$ cat config.mk
export PLATFORM = sky130hd
export DESIGN_NAME = uc_multiciclo
export DESIGN_NICKNAME = d
export VERILOG_FILES = /design/src/rtl/uc_pkg.sv /design/src/rtl/decodificador_instr.sv /design/src/rtl/uc_multiciclo.sv
export SDC_FILE = /design/constraint.sdc
export NUM_CORES = 1
export LEC_CHECK = 0
export BUFFER_PORTS_ARGS = -buffer_cell sky130_fd_sc_hd__buf_2
export CORE_UTILIZATION = 47
export DETAILED_ROUTE_END_ITERATION = 12
export GPL_TIMING_DRIVEN = 0
export PLACE_DENSITY = 0.83
export SLEW_MARGIN = 25
export SYNTH_ARGS = -nofsm -noshare
export SYNTH_HDL_FRONTEND = slang
export SYNTH_SLANG_ARGS = --single-unit
$ cat constraint.sdc
create_clock -name CLK -period 1.85 [get_ports CLK]
set_clock_uncertainty 0.2 [all_clocks]
set_input_delay 0.37 -clock CLK [delete_from_list [all_inputs] [get_ports CLK]]
set_output_delay 0.37 -clock CLK [all_outputs]
set_load 0.05 [all_outputs]
$ cat src/rtl/uc_pkg.sv
// Shared definitions for the multicycle control sequencer: state
// encodings, RV32I opcodes, datapath select encodings and the
// instruction-class enum latched at decode.
package uc_pkg;

  typedef enum logic [2:0] {
    S_FETCH     = 3'b000,
    S_DECODE    = 3'b001,
    S_EXECUTE   = 3'b010,
    S_MEMORY    = 3'b011,
    S_WRITEBACK = 3'b100,
    S_TRAP      = 3'b101
  } state_t;

  localparam logic [6:0] OP_IMM    = 7'b0010011;
  localparam logic [6:0] OP_REG    = 7'b0110011;
  localparam logic [6:0] OP_LOAD   = 7'b0000011;
  localparam logic [6:0] OP_STORE  = 7'b0100011;
  localparam logic [6:0] OP_BRANCH = 7'b1100011;
  localparam logic [6:0] OP_JAL    = 7'b1101111;
  localparam logic [6:0] OP_JALR   = 7'b1100111;
  localparam logic [6:0] OP_LUI    = 7'b0110111;

  localparam logic [2:0] CEU_I = 3'b000;
  localparam logic [2:0] CEU_S = 3'b001;
  localparam logic [2:0] CEU_B = 3'b010;
  localparam logic [2:0] CEU_U = 3'b011;
  localparam logic [2:0] CEU_J = 3'b100;

  localparam logic [2:0] CALU_ADD = 3'b000;
  localparam logic [2:0] CALU_SUB = 3'b001;
  localparam logic [2:0] CALU_AND = 3'b010;
  localparam logic [2:0] CALU_OR  = 3'b011;
  localparam logic [2:0] CALU_XOR = 3'b100;
  localparam logic [2:0] CALU_SLL = 3'b101;
  localparam logic [2:0] CALU_SRA = 3'b110;

  localparam logic [1:0] PCS_PC4 = 2'b00;
  localparam logic [1:0] PCS_IMM = 2'b01;
  localparam logic [1:0] PCS_ALU = 2'b10;

  localparam logic [1:0] DWS_ALU = 2'b00;
  localparam logic [1:0] DWS_MEM = 2'b01;
  localparam logic [1:0] DWS_PC4 = 2'b10;
  localparam logic [1:0] DWS_IMM = 2'b11;

  typedef enum logic [2:0] {
    CL_ALU,
    CL_LOAD,
    CL_STORE,
    CL_BRANCH,
    CL_JAL,
    CL_JALR,
    CL_LUI
  } iclass_t;

endpackage

$ cat src/rtl/decodificador_instr.sv
// Combinational instruction decoder.
// Inputs : op_code_i, funct_3_i, funct_7_i (instruction fields)
// Outputs: class_o, ceu_o, calu_o, bs_o, pcs_o, dws_o, alus1_o, alus2_o,
//          illegal_o (encoding outside the supported subset)
module decodificador_instr
  import uc_pkg::*;
(
  input  logic [6:0] op_code_i,
  input  logic [2:0] funct_3_i,
  input  logic [6:0] funct_7_i,
  output iclass_t    class_o,
  output logic [2:0] ceu_o,
  output logic [2:0] calu_o,
  output logic       bs_o,
  output logic [1:0] pcs_o,
  output logic [1:0] dws_o,
  output logic       alus1_o,
  output logic       alus2_o,
  output logic       illegal_o
);

  always_comb begin
    class_o   = CL_ALU;
    ceu_o     = CEU_I;
    calu_o    = CALU_ADD;
    bs_o      = 1'b0;
    pcs_o     = PCS_PC4;
    dws_o     = DWS_ALU;
    alus1_o   = 1'b0;
    alus2_o   = 1'b1;
    illegal_o = 1'b0;
    unique case (op_code_i)
      OP_IMM: begin
        unique case (funct_3_i)
          3'b000: calu_o = CALU_ADD;
          3'b111: calu_o = CALU_AND;
          3'b110: calu_o = CALU_OR;
          3'b100: calu_o = CALU_XOR;
          3'b001: begin
            calu_o    = CALU_SLL;
            illegal_o = (funct_7_i != 7'b0000000);
          end
          3'b101: begin
            calu_o    = CALU_SRA;
            illegal_o = (funct_7_i != 7'b0100000);
          end
          default: illegal_o = 1'b1;
        endcase
      end
      OP_REG: begin
        alus2_o = 1'b0;
        if (funct_3_i == 3'b000 && funct_7_i == 7'b0000000)      calu_o = CALU_ADD;
        else if (funct_3_i == 3'b000 && funct_7_i == 7'b0100000) calu_o = CALU_SUB;
        else if (funct_3_i == 3'b001 && funct_7_i == 7'b0000000) calu_o = CALU_SLL;
        else                                                     illegal_o = 1'b1;
      end
      OP_LOAD: begin
        class_o   = CL_LOAD;
        dws_o     = DWS_MEM;
        illegal_o = (funct_3_i != 3'b010);
      end
      OP_STORE: begin
        class_o   = CL_STORE;
        ceu_o     = CEU_S;
        illegal_o = (funct_3_i != 3'b010);
      end
      OP_BRANCH: begin
        class_o = CL_BRANCH;
        ceu_o   = CEU_B;
        calu_o  = CALU_SUB;
        pcs_o   = PCS_IMM;
        alus2_o = 1'b0;
        unique case (funct_3_i)
          3'b001:  bs_o = 1'b0;
          3'b101:  bs_o = 1'b1;
          default: illegal_o = 1'b1;
        endcase
      end
      OP_JAL: begin
        class_o = CL_JAL;
        ceu_o   = CEU_J;
        pcs_o   = PCS_IMM;
        dws_o   = DWS_PC4;
        alus1_o = 1'b1;
      end
      OP_JALR: begin
        class_o   = CL_JALR;
        pcs_o     = PCS_ALU;
        dws_o     = DWS_PC4;
        illegal_o = (funct_3_i != 3'b000);
      end
      OP_LUI: begin
        class_o = CL_LUI;
        ceu_o   = CEU_U;
        dws_o   = DWS_IMM;
      end
      default: illegal_o = 1'b1;
    endcase
  end

endmodule

$ cat src/rtl/uc_multiciclo.sv
// Multicycle control sequencer for the RV32I-subset core.
// Inputs : CLK, RST (async, active high), RUN, OP_CODE/FUNCT_3/FUNCT_7,
//          BR_TAKEN, MEM_READY
// Outputs: IR_WE, PC_WE, CRF, MEM_RD, CDM enables; CEU, CALU, ALUS1, ALUS2,
//          BS, PCS, DWS selects; ILLEGAL (sticky), STATE, INSTRET
module uc_multiciclo
  import uc_pkg::*;
#(
  parameter int unsigned CNT_W = 32
) (
  input  logic             CLK,
  input  logic             RST,
  input  logic             RUN,
  input  logic [6:0]       OP_CODE,
  input  logic [2:0]       FUNCT_3,
  input  logic [6:0]       FUNCT_7,
  input  logic             BR_TAKEN,
  input  logic             MEM_READY,
  output logic             IR_WE,
  output logic             PC_WE,
  output logic             CRF,
  output logic [2:0]       CEU,
  output logic [2:0]       CALU,
  output logic             ALUS1,
  output logic             ALUS2,
  output logic             BS,
  output logic [1:0]       PCS,
  output logic [1:0]       DWS,
  output logic             MEM_RD,
  output logic             CDM,
  output logic             ILLEGAL,
  output logic [2:0]       STATE,
  output logic [CNT_W-1:0] INSTRET
);

  state_t           state_q, state_d;
  logic [CNT_W-1:0] instret_q, instret_d;
  logic             illegal_q, illegal_d;

  iclass_t    class_q;
  logic [2:0] ceu_q, calu_q;
  logic       bs_q, alus1_q, alus2_q;
  logic [1:0] pcs_q, dws_q;

  iclass_t    dec_class;
  logic [2:0] dec_ceu, dec_calu;
  logic       dec_bs, dec_alus1, dec_alus2, dec_illegal;
  logic [1:0] dec_pcs, dec_dws;

  decodificador_instr u_dec (
    .op_code_i (OP_CODE),
    .funct_3_i (FUNCT_3),
    .funct_7_i (FUNCT_7),
    .class_o   (dec_class),
    .ceu_o     (dec_ceu),
    .calu_o    (dec_calu),
    .bs_o      (dec_bs),
    .pcs_o     (dec_pcs),
    .dws_o     (dec_dws),
    .alus1_o   (dec_alus1),
    .alus2_o   (dec_alus2),
    .illegal_o (dec_illegal)
  );

  always_ff @(posedge CLK or posedge RST) begin
    if (RST) begin
      state_q   <= S_FETCH;
      instret_q <= '0;
      illegal_q <= 1'b0;
      class_q   <= CL_ALU;
      ceu_q     <= '0;
      calu_q    <= '0;
      bs_q      <= 1'b0;
      alus1_q   <= 1'b0;
      alus2_q   <= 1'b0;
      pcs_q     <= '0;
      dws_q     <= '0;
    end else begin
      state_q   <= state_d;
      instret_q <= instret_d;
      illegal_q <= illegal_d;
      // Instruction fields are captured only here, so outputs never see
      // OP_CODE/FUNCT_* combinationally.
      if (state_q == S_DECODE) begin
        class_q <= dec_class;
        ceu_q   <= dec_ceu;
        calu_q  <= dec_calu;
        bs_q    <= dec_bs;
        alus1_q <= dec_alus1;
        alus2_q <= dec_alus2;
        pcs_q   <= dec_pcs;
        dws_q   <= dec_dws;
      end
    end
  end

  always_comb begin
    state_d   = state_q;
    instret_d = instret_q;
    illegal_d = illegal_q;
    IR_WE     = 1'b0;
    PC_WE     = 1'b0;
    CRF       = 1'b0;
    MEM_RD    = 1'b0;
    CDM       = 1'b0;
    CEU       = '0;
    CALU      = '0;
    ALUS1     = 1'b0;
    ALUS2     = 1'b0;
    BS        = 1'b0;
    PCS       = '0;
    DWS       = '0;
    if (state_q == S_EXECUTE || state_q == S_MEMORY || state_q == S_WRITEBACK) begin
      CEU   = ceu_q;
      CALU  = calu_q;
      ALUS1 = alus1_q;
      ALUS2 = alus2_q;
      BS    = bs_q;
      PCS   = pcs_q;
      DWS   = dws_q;
    end
    unique case (state_q)
      S_FETCH: begin
        IR_WE = RUN;
        if (RUN) state_d = S_DECODE;
      end
      S_DECODE: begin
        if (dec_illegal) begin
          state_d   = S_TRAP;
          illegal_d = 1'b1;
        end else begin
          state_d = S_EXECUTE;
        end
      end
      S_EXECUTE: begin
        if (class_q == CL_BRANCH) begin
          PC_WE     = 1'b1;
          PCS       = BR_TAKEN ? pcs_q : PCS_PC4;
          instret_d = instret_q + CNT_W'(1);
          state_d   = S_FETCH;
        end else if (class_q == CL_LOAD || class_q == CL_STORE) begin
          state_d = S_MEMORY;
        end else begin
          state_d = S_WRITEBACK;
        end
      end
      S_MEMORY: begin
        MEM_RD = (class_q == CL_LOAD);
        CDM    = (class_q == CL_STORE);
        if (MEM_READY) begin
          if (class_q == CL_STORE) begin
            PC_WE     = 1'b1;
            instret_d = instret_q + CNT_W'(1);
            state_d   = S_FETCH;
          end else begin
            state_d = S_WRITEBACK;
          end
        end
      end
      S_WRITEBACK: begin
        CRF       = 1'b1;
        PC_WE     = 1'b1;
        instret_d = instret_q + CNT_W'(1);
        state_d   = S_FETCH;
      end
      S_TRAP: state_d = S_TRAP;
      default: state_d = S_FETCH;
    endcase
  end

  assign STATE   = state_q;
  assign INSTRET = instret_q;
  assign ILLEGAL = illegal_q;

endmodule

==> flow_summary_export.csv, run 1 <==
group,metric,value,unit
status,status,"finished with violations",
status,failed_checks,"negative setup slack",
clock_network,cts_tree,"yes",
sta,final_hold_viol_count,0,
sta,holdWs,178.0,ps
worst_setup_path,slowest_stage,"dfrtp_2",
drt,initialDrtViolationCount,216,
clock_network,h-tree-depth,2,
grt,antenna_found_initial,0,
sta,setup_viol,51,
grt,grt_max_degree,53,
layout,seq_area,1326,um^2
layout,drive_gt1_share,48.48,%
layout,fin_nets,416,
grt,gr-total-overflow,0,
synthesis,avgSynthCellArea,9.874,um^2
pwr,total_power,3.918,mW
layout,final_cell_mix,"buf_2, dfrtp_1, buf_6",
worst_setup_path,slowest_delay,420,ps
placement,port_buffers,72,
sta,finalCriticalPeriod,2256,ps
drt,postRouteAntennaNets,0,
placement,dp_cells,429,
worst_setup_path,crit_arrival,1690,ps
sta,tightest_slew,621.7,ps
drt,vias,2592,
layout,area_growth,47.89,%
layout,multiInputGateArea,1728,um^2
layout,final_common_cell,"buf_2",
sta,rsz0062_at_grt,"yes",
layout,final_cells,466,
floorplan,row_count,27,
sta,setup_slack,-406.1,ps
layout,fin_area,4161,um^2
worst_setup_path,start_kind,"register",
floorplan,die_w,79.38,um
synthesis,yosys_warnings,0,
clock_network,cts_buffers,5,
worst_setup_path,end_kind,"output pin",
clock_network,cts.sinks,52,
layout,final_util,73.76,%
sta,setup_tns,-12620,ps
worst_setup_path,path_buf_inv,3,
synthesis,syn_nets,308,
drt,routed_wl,7.598,mm
clock_network,cts.clk_slew.worst_paths,90,ps
floorplan,dieArea,6300,um^2
pwr,power-per-cell-area,941.5,nW/um^2
placement,post_dp_cell_area,3468,um^2
synthesis,synth_seq_cells,52,
floorplan,core_region_area,5642,um^2
sta,fmax,443.2,MHz
drt,wl_per_cell,16.30,um
floorplan,io_pins,76,
floorplan,die_h,79.38,um
worst_setup_path,cp_top_family,"simple AND/OR/NAND/NOR gates",
sta,slew_headroom,58.55,%
synthesis,yosys.cell_types.count,54,
clock_network,clk_latency,310,ps
sta,fin_crit_sh,122.0,%
drt,avgViaCountPerCell,5.562,
worst_setup_path,crit_type,"register to output pin",
hold_path,min_path_type,"input port to register",
worst_setup_path,path_cells,"buf_6 > nor2_4 > nand2_4 > clkinvlp_4 > a21oi_4 > nor2_2 > and2_4 > buf_8",
synthesis,synth-main-ff-cell,"dfrtp_1",
drt,dr.pass1.iters,4,
worst_setup_path,required,1280,ps
placement,post-place-ws,-362.7,ps
placement,place_hpwl,4.615,mm
synthesis,synth_cells,285,
synthesis,synth_edf_count,0,
clock_network,cts_buffer_depth,2,
layout,antennaDiodeCount,0,
synthesis,yosysSeqAreaShare,46.24,%
grt,grt_pass1_wl,11.63,mm
grt,grtUsageTotal,23.83,%
grt,grt_pass1_vias,2497,
drt,drc,0,
floorplan,start_util,49.88,%
pwr,power.leakage,1.811,nW
sta,drv_slew,0,
layout,fillers,353,
synthesis,syn_area,2814,um^2
pwr,irDropWorstVdd,756.4,uV
placement,gp_congestion,0.8660,
synthesis,synthArstFlopShare,100.0,%
run,maxCapViolCount,0,
worst_setup_path,cp_max_fo,4,
clock_network,cts_root_buf,"clkbuf_8",
==> worst paths after layout <==
kind	start	end	slack [ps]	depth (start not counted)
min	FUNCT_3[2]	calu_q[1]	180	3
max in group asynchronous	RST	INSTRET[4]	500	3
max reg2reg	STATE[1]	INSTRET[16]	-310	10
max	STATE[1]	PCS[0]	-410	8
min reg2reg	INSTRET[17]	INSTRET[17]	280	1
min in group asynchronous	RST	INSTRET[12]	500	3
==> cell usage after synthesis, types with 3 or more instances <==
| cell | count | share of area (%) |
|---|---|---|
| nor2b_1 | 13 | 2.9 |
| xnor2_1 | 25 | 7.8 |
| inv_1 | 12 | 1.6 |
| nor2_1 | 24 | 3.2 |
| nand4_1 | 11 | 2.4 |
| nand2b_1 | 4 | 0.89 |
| nand2_1 | 31 | 4.1 |
| buf_2 | 3 | 0.53 |
| o21ai_0 | 6 | 1.1 |
| and2_1 | 3 | 0.67 |
| xor2_1 | 7 | 2.2 |
| a21oi_1 | 12 | 2.1 |
| dfrtp_1 | 52 | 46 |
| nand3_1 | 12 | 2.1 |
| clkbuf_1 | 6 | 0.80 |
| and3_1 | 4 | 0.89 |
| and4_1 | 4 | 1.2 |
| nor3_1 | 4 | 0.71 |
| a31oi_1 | 5 | 1.1 |
==> report_power, final <==
part           switching, mW  internal, mW  leakage (nW)
sequential             0.188          1.29         0.634
clock                  0.361         0.306        0.0455
combinational           1.06         0.710          1.13
==> area by class of cell <==
class,count,share of cell area (%)
multi-input cells,212,41.52
flip-flops and latches,52,31.87
repair buffers,102,19.15
clock buffers,8,2.165
well taps,72,2.165
plain buffers,8,1.894
inverters,12,1.233
==> routing by layer <==
metal | up-vias | share of wire (%) | GRT usage (%)
li1 | 1225 | - | -
met1 | 1254 | 42 | 30.00
met2 | 93 | 50 | 39.91
met3 | 20 | 5.1 | 5.600
met4 | 0 | 3.1 | 8.545
met5 | - | 0 | 0
==> worst min-delay path: stages <==
cell	delay [ps]
buf_2	140
o2111ai_1	80
nand2_1	60
==> registers in the layout, summed over array words and instances (netlist names), 2 cells and up <==
| register | count |
|---|---|
| INSTRET | 32 |
| STATE | 3 |
| calu_q | 3 |
| ceu_q | 3 |
| class_q | 3 |
| dws_q | 2 |
| pcs_q | 2 |
==> kinds of logic (layout without fill, tap and decap cells) <==
group | Yosys count | count (layout) | synth area share [%]
simple gates | 130 | 130 | 26.50
fa+ha+maj | 1 | 1 | 0.4446
compound gates | 48 | 48 | 13.52
buf+inv | 21 | 130 | 2.934
flops | 52 | 52 | 46.24
mux | 1 | 1 | 0.4001
xor+xnor | 32 | 32 | 9.960
==> what timing repair did <==
action                                 in CTS  in global routing
hold buffers                                1                  0
resized for setup                          63                 38
setup endpoints to repair                  58                 65
buffers inserted                           19                 10
cloned                                      1                  0
pin swaps                                  24                 15
endpoints found under the hold margin      52                  0
Note: power is estimated with default switching activity, not from simulation.
==> run 2: changes to the inputs <==
Settings changed: ABC_AREA from default to 1, CORE_UTILIZATION 47 to 48.
==> flow_summary_export.csv, run 2 <==
group,metric,value,unit
synthesis,syn_area,3023,um^2
pwr,seqPwrFrac,32.4,%
hold_path,whs_path_depth,3,
placement,port_buffers,75,
pwr,power.leakage,2.000,nW
layout,fin_area,4314,um^2
drt,routed_wl,7.745,mm
synthesis,yosys.cell_types.count,30,
clock_network,cts.clk_slew.worst_paths,90,ps
grt,grt_max_degree,53,
clock_network,cts_root_buf,"clkbuf_8",
synthesis,syn_nets,424,
sta,setup_tns,-5659,ps
synthesis,yosys-top-cells-area,"dfrtp_1, nand2_1, nor2_1",
drt,wl_per_cell,13.19,um
sta,setup_viol,32,
run,maxCapViolCount,0,
synthesis,yosys_warnings,0,
synthesis,post-synth-top-area-fraction,43.05,%
clock_network,cts_tree,"yes",
worst_setup_path,slowest_stage,"dfrtp_2",
drt,vias,3012,
status,status,"finished with violations",
worst_setup_path,start_kind,"register",
clock_network,cts_buffers,5,
floorplan,dieArea,6619,um^2
status,failed_checks,"negative setup slack",
placement,post_dp_cell_area,3750,um^2
synthesis,synthArstFlopShare,100.0,%
worst_setup_path,end_kind,"output pin",
layout,area_growth,42.72,%
sta,rsz0062_at_grt,"yes",
synthesis,synth_edf_count,0,
worst_setup_path,cp_top_family,"buffers and inverters",
worst_setup_path,slowest_delay,450,ps
pwr,combPwrFrac,52.5,%
grt,grtUsageTotal,24.38,%
sta,tightest_slew,637.0,ps
synthesis,avgSynthCellArea,7.538,um^2
layout,fin_nets,534,
worst_setup_path,rrSetupSlack,-210,ps
drt,postRouteAntennaNets,0,
sta,drv_slew,0,
placement,place_hpwl,5.386,mm
floorplan,io_pins,76,
synthesis,synth.most_common_cell,"nand2_1",
placement,gp_congestion,0.9105,
layout,final_cell_mix,"nand2_1, buf_2, inv_1",
floorplan,row_count,28,
synthesis,synth_seq_cells,52,
worst_setup_path,r2r_end,"INSTRET[26]",
pwr,intPower,2.476,mW
placement,dp_cells,551,
layout,drive_gt1_share,40.82,%
floorplan,core_region_area,5991,um^2
synthesis,synth_cells,401,
sta,finalCriticalPeriod,2212,ps
floorplan,die_h,81.36,um
clock_network,h-tree-depth,2,
drt,dr_wl_met2,3.891,mm
pwr,p_clk_share,15.1,%
layout,multiInputGateArea,1775,um^2
grt,gr-total-overflow,0,
pwr,p_sw_share,45.11,%
drt,met1Wirelength,3.410,mm
floorplan,start_util,50.46,%
layout,final_cells,587,
drt,initialDrtViolationCount,183,
drt,drc,0,
worst_setup_path,path_cells,"buf_6 > a21oi_4 > clkbuf_16 > nor2_4 > buf_8",
worst_setup_path,crit_type,"register to output pin",
clock_network,cts_buffer_depth,2,
worst_setup_path,crit_start,"STATE[1]",
placement,post-place-ws,-387.9,ps
hold_path,min_path_type,"input port to register",
drt,met3_length,363,um
sta,setup_slack,-361.6,ps
worst_setup_path,crit_arrival,1640,ps
pwr,power-per-cell-area,1046,nW/um^2
layout,antennaDiodeCount,0,
sta,final_hold_viol_count,0,
worst_setup_path,cp_max_fo,5,
sta,holdWs,179.4,ps
drt,dr.pass1.iters,4,
sta,fmax,452.2,MHz
hold_path,whs_endpoint,"STATE[0]",
sta,fin_crit_sh,119.5,%
drt,avgViaCountPerCell,5.131,
layout,fillers,459,
synthesis,yosysSeqAreaShare,43.05,%
floorplan,die_w,81.36,um
hold_path,hp-start,"MEM_READY",
synthesis,synth_area_leader_cell,"dfrtp_1",
pwr,power.switching,2.035,mW
layout,largest_reg_flops,32,
layout,seq_area,1314,um^2
layout,final_common_cell,"nand2_1",
worst_setup_path,path_buf_inv,3,
worst_setup_path,required,1280,ps
synthesis,ys_top_cells_by_count,"nand2_1, nor2_1, inv_1",
grt,antenna_found_initial,0,
worst_setup_path,r2r_cells,12,
worst_setup_path,rr_startpoint,"STATE[2]",
clock_network,cts.sinks,52,
grt,grt_pass1_vias,2835,
drt,dr.max_layer_used,"met4",
grt,grt_pass1_wl,12.52,mm
pwr,total_power,4.511,mW
synthesis,synth-main-ff-cell,"dfrtp_1",
clock_network,clk_latency,300,ps
layout,final_util,72.01,%
pwr,irDropWorstVdd,835.6,uV
sta,slew_headroom,57.53,%
run 2: layer usage:
layer	up-vias	track usage (%)
met4	0	6.786
met2	89	40.75
met5	-	0
met3	8	4.045
li1	1484	-
met1	1431	32.34
run 2: layout make-up:
type | count | area share (%)
multi-input cells | 285 | 41.15
repair buffers | 103 | 16.76
inverters | 58 | 5.394
clock inverters | 1 | 0.1740
plain buffers | 6 | 1.885
flip-flops and latches | 52 | 30.45
well taps | 75 | 2.175
clock buffers | 7 | 2.001
run 2: power by group through the flow:
stage	Clock, mW	Combinational (mW)	Sequential (mW)
6_report	0.682	2.37	1.46
5_1_grt	0.735	2.53	1.48
4_1_cts	0.692	2.18	1.44
2_1_floorplan	0	1.23	1.73
3_3_place_gp	0	1.86	1.45
3_5_place_dp	0	1.90	1.46
run 2: what timing repair did:
item	in CTS	in global routing
pin swaps	10	18
endpoints found under the setup margin	27	50
hold endpoints to repair	52	0
buffers inserted	17	11
hold buffers	1	0
cloned	1	0
resized for setup	46	34
run 2: cell families after synthesis:
kind of cell               synth area share, %
buffers and inverters                    8.113
xor gates and xnor gates                 8.940
and+or+nand+nor                          33.49
AOI/OAI and AO/OA                        6.002
adders and majority gates               0.4138
DFF                                      43.05
run 2: how the worst max path moves through the flow:
stage,end,slack [ps],depth (start not counted)
4_1_cts,CEU[0],-370,6
2_1_floorplan,ALUS1,-360,6
5_1_grt,PC_WE,-420,8
3_3_place_gp,INSTRET[1],-780,2
6_report,CALU[1],-360,5
3_5_place_dp,PC_WE,-390,8
run 2: worst reg2reg max path, delay by kind of cell (launching register included):
kind,cells,cell delay (ps)
simple gates,8,860
buf+inv,3,330
flops,1,450
xor+xnor,1,130
